--- src/rtl/sseg_scan_driver.sv ---
// rtl/sseg_scan_driver.sv - N-digit multiplexed 7-segment scan driver with tear-free shadow update
// Optional feature macro: SSEG_LZ_BLANK_EN (leading-zero suppression on committed data).
module sseg_scan_driver #(
    parameter int NUM_DIGITS = 4,
    parameter int DIV_BITS   = 16,
    parameter bit AN_ACT_LOW = 1'b1
) (
    input  logic                    clk,
    input  logic                    rst,
    input  logic [4*NUM_DIGITS-1:0] digits,
    input  logic [NUM_DIGITS-1:0]   dp_in,
    input  logic [NUM_DIGITS-1:0]   blank,
    input  logic                    load,
    output logic                    pending,
    output logic [0:6]              sseg,
    output logic                    dp,
    output logic [NUM_DIGITS-1:0]   an,
    output logic                    frame_done
);

    localparam int                    IDX_W    = $clog2(NUM_DIGITS);
    localparam logic [IDX_W-1:0]      LAST_IDX = IDX_W'(NUM_DIGITS - 1);
    localparam logic [NUM_DIGITS-1:0] AN_OFF   = {NUM_DIGITS{AN_ACT_LOW}};

    logic [DIV_BITS-1:0]     presc;
    logic [IDX_W-1:0]        idx;
    logic                    tick;
    logic                    boundary;

    logic [4*NUM_DIGITS-1:0] sh_digits;
    logic [NUM_DIGITS-1:0]   sh_dp;
    logic [NUM_DIGITS-1:0]   sh_blank;
    logic [4*NUM_DIGITS-1:0] act_digits;
    logic [NUM_DIGITS-1:0]   act_dp;
    logic [NUM_DIGITS-1:0]   act_blank;

    logic [3:0]              nib [NUM_DIGITS];
    logic [3:0]              cur_nib;
    logic [NUM_DIGITS-1:0]   lz_mask;
    logic [NUM_DIGITS-1:0]   dark;
    logic [NUM_DIGITS-1:0]   onehot;

    function automatic logic [0:6] hex7(input logic [3:0] n);
        case (n)
            4'h0:    hex7 = 7'b0000001;
            4'h1:    hex7 = 7'b1001111;
            4'h2:    hex7 = 7'b0010010;
            4'h3:    hex7 = 7'b0000110;
            4'h4:    hex7 = 7'b1001100;
            4'h5:    hex7 = 7'b0100100;
            4'h6:    hex7 = 7'b0100000;
            4'h7:    hex7 = 7'b0001111;
            4'h8:    hex7 = 7'b0000000;
            4'h9:    hex7 = 7'b0000100;
            4'hA:    hex7 = 7'b0001000;
            4'hB:    hex7 = 7'b1100000;
            4'hC:    hex7 = 7'b0110001;
            4'hD:    hex7 = 7'b1000010;
            4'hE:    hex7 = 7'b0110000;
            default: hex7 = 7'b0111000;
        endcase
    endfunction

    assign tick       = &presc;
    assign boundary   = tick && (idx == LAST_IDX);
    assign frame_done = boundary;

    always_ff @(posedge clk or posedge rst) begin
        if (rst) begin
            presc <= '0;
            idx   <= '0;
        end else begin
            presc <= presc + 1'b1;
            if (tick) begin
                idx <= (idx == LAST_IDX) ? '0 : idx + 1'b1;
            end
        end
    end

    // Commit reads the pre-edge shadow, so a load on the boundary cycle waits one frame.
    always_ff @(posedge clk or posedge rst) begin
        if (rst) begin
            sh_digits  <= '0;
            sh_dp      <= '0;
            sh_blank   <= '0;
            act_digits <= '0;
            act_dp     <= '0;
            act_blank  <= '0;
            pending    <= 1'b0;
        end else begin
            if (boundary && pending) begin
                act_digits <= sh_digits;
                act_dp     <= sh_dp;
                act_blank  <= sh_blank;
            end
            if (load) begin
                sh_digits <= digits;
                sh_dp     <= dp_in;
                sh_blank  <= blank;
                pending   <= 1'b1;
            end else if (boundary) begin
                pending <= 1'b0;
            end
        end
    end

    always_comb begin
        for (int k = 0; k < NUM_DIGITS; k++) begin
            nib[k] = act_digits[4*k +: 4];
        end
    end

`ifdef SSEG_LZ_BLANK_EN
    logic lz_run;

    // Suppress from the top digit down until a nonzero or dp-lit digit; digit 0 always shows.
    always_comb begin
        lz_mask = '0;
        lz_run  = 1'b1;
        for (int k = NUM_DIGITS - 1; k > 0; k--) begin
            if (lz_run && (nib[k] == 4'h0) && !act_dp[k]) begin
                lz_mask[k] = 1'b1;
            end else begin
                lz_run = 1'b0;
            end
        end
    end
`else
    assign lz_mask = '0;
`endif

    assign dark    = act_blank | lz_mask;
    assign cur_nib = nib[idx];

    always_comb begin
        onehot      = '0;
        onehot[idx] = 1'b1;
    end

    always_ff @(posedge clk or posedge rst) begin
        if (rst) begin
            sseg <= 7'b1111111;
            dp   <= 1'b1;
            an   <= AN_OFF;
        end else if (dark[idx]) begin
            sseg <= 7'b1111111;
            dp   <= 1'b1;
            an   <= AN_OFF;
        end else begin
            sseg <= hex7(cur_nib);
            dp   <= ~act_dp[idx];
            an   <= onehot ^ AN_OFF;
        end
    end

endmodule

--- config.mk ---
export PLATFORM = sky130hd
export DESIGN_NAME = sseg_scan_driver
export DESIGN_NICKNAME = d
export VERILOG_FILES = /design/src/rtl/sseg_scan_driver.sv
export SDC_FILE = /design/constraint.sdc
export NUM_CORES = 1
export LEC_CHECK = 0
export BUFFER_PORTS_ARGS = -buffer_cell sky130_fd_sc_hd__buf_4
export CAP_MARGIN = 20
export CORE_MARGIN = 2
export CORE_UTILIZATION = 55
export DETAILED_ROUTE_END_ITERATION = 10
export PLACE_DENSITY = 0.84
export SLEW_MARGIN = 40
export SYNTH_ARGS = -nofsm -noshare
export SYNTH_HDL_FRONTEND = slang
export SYNTH_SLANG_ARGS = --single-unit
--- constraint.sdc ---
create_clock -name clk -period 4 [get_ports clk]
set_clock_uncertainty 0.05 [all_clocks]
set_input_delay 1.2 -clock clk [delete_from_list [all_inputs] [get_ports clk]]
set_output_delay 1.2 -clock clk [all_outputs]
set_load 0.005 [all_outputs]
# After elaboration in Yosys (flattened, before gate mapping)
# Memory sizes are Yosys's and may differ from the RTL's.
# Cells that the tools add are included.
[classes]
n_mul = 0
eq_ne = 1
bitwise_logic = 3
n_reduce_logical = 5
n_mux = 15
div_mod_pow = 0
shifts = 0
add_sub_neg = 2
magnitude_cmp = 3
[op_table]
columns = ["cell", "n"]
rows = [
  ["$add A16 B1 Y16 const B", 1],
  ["$reduce_and A16 Y1", 1],
  ["$mux W4", 3],
  ["$bmux W4 S2", 1],
  ["$mux W7", 1],
  ["$mux W1", 6],
  ["$bmux W1 S2", 2],
  ["$not A4 Y4", 1],
  ["$ge A3 B3 Y1 const B", 1],
  ["$logic_and A1 B1 Y1", 3],
  ["$lt A2 B3 Y1 const B", 1],
  ["$not A2 Y3", 1],
  ["$add A2 B1 Y2 const B", 1],
  ["$demux W1 S2", 1],
  ["$eq A2 B2 Y1 const B", 1],
  ["$ge A2 B1 Y1 const B", 1],
  ["$mux W2", 1],
  ["$reduce_bool A2 Y1", 1],
  ["$not A1 Y1", 1],
]
[word_totals]
mem_count = 1
ram_bits = 0
latchBits = 0
romBits = 112
output_inout_bits = 14
elab_cells = 42
ff_bits = 79
[memory_table]
columns = ["name", "words", "word_bits", "read_ports", "rd_ports_with_merged_regs", "write_ports", "line_no", "rtl"]
rows = [
  ["(name not given)", 16, 7, 1, 0, 0, "44", "case (n)"],
]

# Depth between registers and ports, before layout
[depth]
depth_word = 6
ltp_mapped = 7

# Worst setup path after synthesis
# OpenSTA, ideal clock, no wires.
[synth_timing]
path_kind = "register to output"
startpoint = "register presc[0]"
endpoint = "output port frame_done"
required_ps = 2750
path_buffers = 1
stages_incl_launch_ff = 6
arrival_time_ps = 1364
path_slack_ps = 1386
path_cell_list = "dfrtp_1 ha_1 and3_1 clkbuf_1 nand3_1 nor4_1"
[synth_between]
elab_chain_cells = 2
[synth_rtl]
columns = ["element", "line_no", "rtl"]
rows = [
  ["start: declaration", "25", "logic [DIV_BITS-1:0] presc;"],
  ["start signal: assignment", "73", "presc <= presc + 1'b1;"],
  ["$reduce_and A16 Y1", "64", "assign tick = &presc;"],
  ["$logic_and A1 B1 Y1", "65", "assign boundary = tick && (idx == LAST_IDX);"],
  ["end: declaration", "18", "output logic frame_done"],
]
# No other way between the ends.

# Worst setup path in the final report
# Same ends and word-level chain as after synthesis.

==> flow_results.org <==
** Critical path
- Arrival time worst endpoint :: slightly below 2 ns
- Critical path endpoint :: frame_done
- For the worst setup path, the data required time is approximately 2.8 ns.
- The worst register-to-register path ends at act_digits[10].
- Reg2Reg Depth :: 5
- In this run the worst setup path begins at presc[0].
- Crit Path Max Fanout :: 5
- Setup slack on the worst reg-to-reg path comes out at 1.59 ns.
- Worst setup path class :: flop to output pin
- Sort of element at the start of the critical path :: flop
- The worst setup path is captured at an output pin.
- In this run the critical register-to-register path is launched from presc[0].

** Die
- Num ports :: 41
- Die outline area :: 6984 µm²
- Effective utilization at floorplan :: 57.79%
- Placeable core region :: 6026 µm²
- The die is about 84 µm tall.
- Placement row count :: 28
- DIE WIDTH :: 83.57 µm

** Finish
- Cells with a size suffix above 1 make up 43.64% of the layout.
- Filler-free cell count of the finished design :: 366
- The net count of the finished layout is roughly 320.
- Fill cells in the final layout number 430.
- Antenna cells :: 0
- After routing the design area is about 4100 µm².
- Synthesis-to-finish area growth :: 16.53%
- The multi-input combinational cells in the finished layout cover a total of roughly 1400 µm².
- The library cells used most frequently in the layout, excluding fill and tap cells, are 67 x sky130_fd_sc_hd__dfrtp_1, 43 x sky130_fd_sc_hd__buf_4, 29 x sky130_fd_sc_hd__mux2_2.
- Registers take roughly 2000 µm².
- Most common cell after layout, fill and taps aside :: sky130_fd_sc_hd__dfrtp_1

** Placed design
- The wire-length estimate of the detail-placed layout is approximately 4200 µm.
- The congestion estimate from routability-driven global placement came to 0.8953.
- Placed Instances :: 350
- Number of port buffers :: 40
- DP Area :: 3844 µm²
- Dpl ws :: 1.195 ns

** Synth
- Post-synthesis instance area :: 3482 µm²
- Counting flops with a built-in enable in the synthesized netlist gives 0.
- For this run, asynchronously set or reset flops after synthesis account for 100.0%.
- After synthesis, the mean cell area works out to 14.39 µm².
- Yosys warning total :: 0
- Count of mapped cells out of synthesis :: 242
- Number of nets produced by synthesis :: 280
- In this run, synthesis produced a sequential element count of 79.
- In this run, distinct cell masters in the synthesized netlist total 34.
- In the synthesized netlist the dominant register cell turns out to be sky130_fd_sc_hd__dfrtp_1.
- For this run, the register share of the synthesized area comes to a little under three fifths.

** CTS
- Clock Tree Buf Depth :: 2
- Counting every sink on the clock net gives 79.
- The later pin in the worst-skew pair is clocked with a latency of 0.36 ns.
- Post-CTS timing repair inserted 0 buffers for setup.
- Clock buffer count from CTS :: 9
- Hold repair after CTS inserted 0 buffers.
- Reg clk slew, reported paths :: 0.07 ns
- Post-CTS repair changed the size of 0 cells.
- CTS placed an instance of sky130_fd_sc_hd__clkbuf_8 at the clock tree root.
- The H-tree was split into 3 levels.
- TritonCTS built the clock tree.

** Timing
- Unrepaired setup endpoints after global routing :: false
- Clock period minus final worst setup slack :: approximately 3.2 ns
- Worst-case headroom to the max-slew limit :: 59.33%
- Once routing completed, OpenROAD measured the worst setup slack at approximately 0.8 ns.
- After routing, the total negative slack on setup checks comes to 0 ns.
- Dividing the final minimum period by the clock period gives 79.88%.
- Setup violations remaining at the end of the flow were counted as 0.
- At the pin with the least slew margin, the transition time is 0.6088 ns.
- The number of hold violations in the final report came to 0.
- The number of slew-limit violations in the final report came to 0.
- Maximum clock frequency :: between 300 and 400 MHz

** Drt
- Total routed wirelength :: between 5000 and 6000 µm
- TritonRoute pass-1 iters :: 4
- Average detailed-routed wire length per instance :: 16.11 µm
- For this block, the initial DRC count from the detailed router was 53.
- The count of nets left with antenna violations once routing finished came out at 0.
- DR vias/cell :: 5.415
- Drt drc :: 0
- Total vias in the final route :: ~2000

** Power
- Max IR drop VDD :: 0.3583 mV
- Dividing total power by cell area gives a power density of about 380 nW/µm².
- Summed over all cells, the static leakage comes to just under 2 nW.
- Switching share of power :: 21.31%
- The internal power of the cells totals 1.215 mW.
- Combinational share of power :: 4.4%
- Clock network power share :: around two fifths
- Power share of the sequential group :: 54.2%
- Summing internal, switching and leakage power gives 1.544 mW.
- For this design the total switching power over the nets is 0.3291 mW.

** Hold path
- Worst Hold Class :: flop to flop
- The startpoint identified for the worst hold timing path is presc[0].

** GRT
- The via count of the first global-routing pass came to slightly above 2000.
- The initial antenna violation count is 0.
- Global-route wire length before repair :: ~10000 µm
- Maximum number of pins on one net before global-route repair :: 34
- For this run, the total global-route usage over all layers was measured as 19.20%.
- Summed over all layers, the global routing overflow is 0.

** Run status
- The run finished with clean final reports.

** Run
- Number of maximum-capacitance violations :: 0
-- per-stage QoR --
step	util [%]	hold WS, ns
after floorplan	-	0.3866
after global placement	63.79	0.3999
after detailed placement	63.79	0.4092
after CTS	67.34	0.4307
after global routing	67.34	0.4531
final	67.34	0.4297
-- worst max-delay path: stages (launching register included) --
cell	delay [ns]
sky130_fd_sc_hd__dfrtp_1	0.39
sky130_fd_sc_hd__ha_1	0.23
sky130_fd_sc_hd__and3_1	0.28
sky130_fd_sc_hd__nand3_1	0.14
sky130_fd_sc_hd__nor4_1	0.38
sky130_fd_sc_hd__buf_4	0.18
-- worst min path at each step --
| stage | to | slack, ns | depth (start not counted) |
|---|---|---|---|
| 6_report | presc[0] | 0.43 | 1 |
| 5_1_grt | presc[0] | 0.45 | 1 |
| 4_1_cts | presc[0] | 0.43 | 1 |
| 3_5_place_dp | presc[12] | 0.41 | 1 |
| 3_3_place_gp | presc[0] | 0.40 | 1 |
| 2_1_floorplan | presc[0] | 0.39 | 1 |
-- registers in the layout (all words and copies together), names as in the netlist --
register and count:
dp 1, sh_blank 4, sseg 7, act_digits 16, idx 2, sh_dp 4, presc 16, pending 1
an 4, act_blank 4, sh_digits 16, act_dp 4
-- power groups by stage --
stage	sequential [mW]	clock (mW)	combinational, mW
detailed placement	0.853	0	0.0691
finish	0.837	0.639	0.0676
global placement	0.851	0	0.0675
CTS	0.838	0.652	0.0695
global route	0.841	0.685	0.0759
floorplan	0.847	0	0.0417
-- metal layers --
metal | global-route usage [%] | vias to the layer above | part of all wire (%)
li1 | - | 942 | -
met1 | 26.39 | 981 | 47
met2 | 27.78 | 44 | 46
met3 | 6.726 | 15 | 4.0
met4 | 8.358 | 0 | 2.6
met5 | 0 | - | 0
-- synth_stat cells (3+ instances only) --
| cell type | number | area, µm² |
|---|---|---|
| sky130_fd_sc_hd__nand2_1 | 10 | 37.54 |
| sky130_fd_sc_hd__xor2_1 | 5 | 43.79 |
| sky130_fd_sc_hd__mux4_2 | 5 | 112.6 |
| sky130_fd_sc_hd__dfrtp_1 | 67 | 1677 |
| sky130_fd_sc_hd__nand4_1 | 6 | 37.54 |
| sky130_fd_sc_hd__mux2_4 | 20 | 300.3 |
| sky130_fd_sc_hd__clkbuf_1 | 4 | 15.01 |
| sky130_fd_sc_hd__ha_1 | 11 | 137.6 |
| sky130_fd_sc_hd__mux2_2 | 29 | 326.6 |
| sky130_fd_sc_hd__o221ai_1 | 4 | 35.03 |
| sky130_fd_sc_hd__a21oi_1 | 3 | 15.01 |
| sky130_fd_sc_hd__xnor2_1 | 9 | 78.83 |
| sky130_fd_sc_hd__inv_1 | 12 | 45.04 |
| sky130_fd_sc_hd__o21ai_0 | 5 | 25.02 |
| sky130_fd_sc_hd__nand3_1 | 9 | 45.04 |
| sky130_fd_sc_hd__nor2_1 | 5 | 18.77 |
| sky130_fd_sc_hd__dfstp_2 | 12 | 315.3 |
-- area by class of cell --
class | instances | share of cell area [%]
clock buffer | 11 | 3.238
clock inverter | 5 | 2.035
inverter | 12 | 1.110
multi-input combinational | 141 | 34.26
sequential | 79 | 49.09
tap | 75 | 2.313
timing repair buffer | 43 | 7.956
-- cell families after synthesis --
logic type	after synthesis	synth area share [%]
buffers and inverters	22	2.874
AO/OA/AOI/OAI	17	3.305
flip-flops	79	57.20
XOR/XNOR	14	3.521
AND/OR/NAND/NOR	43	7.331
adder cells (fa/ha/maj)	11	3.953
multiplexers	56	21.81
(Power assumes the default switching activity.)
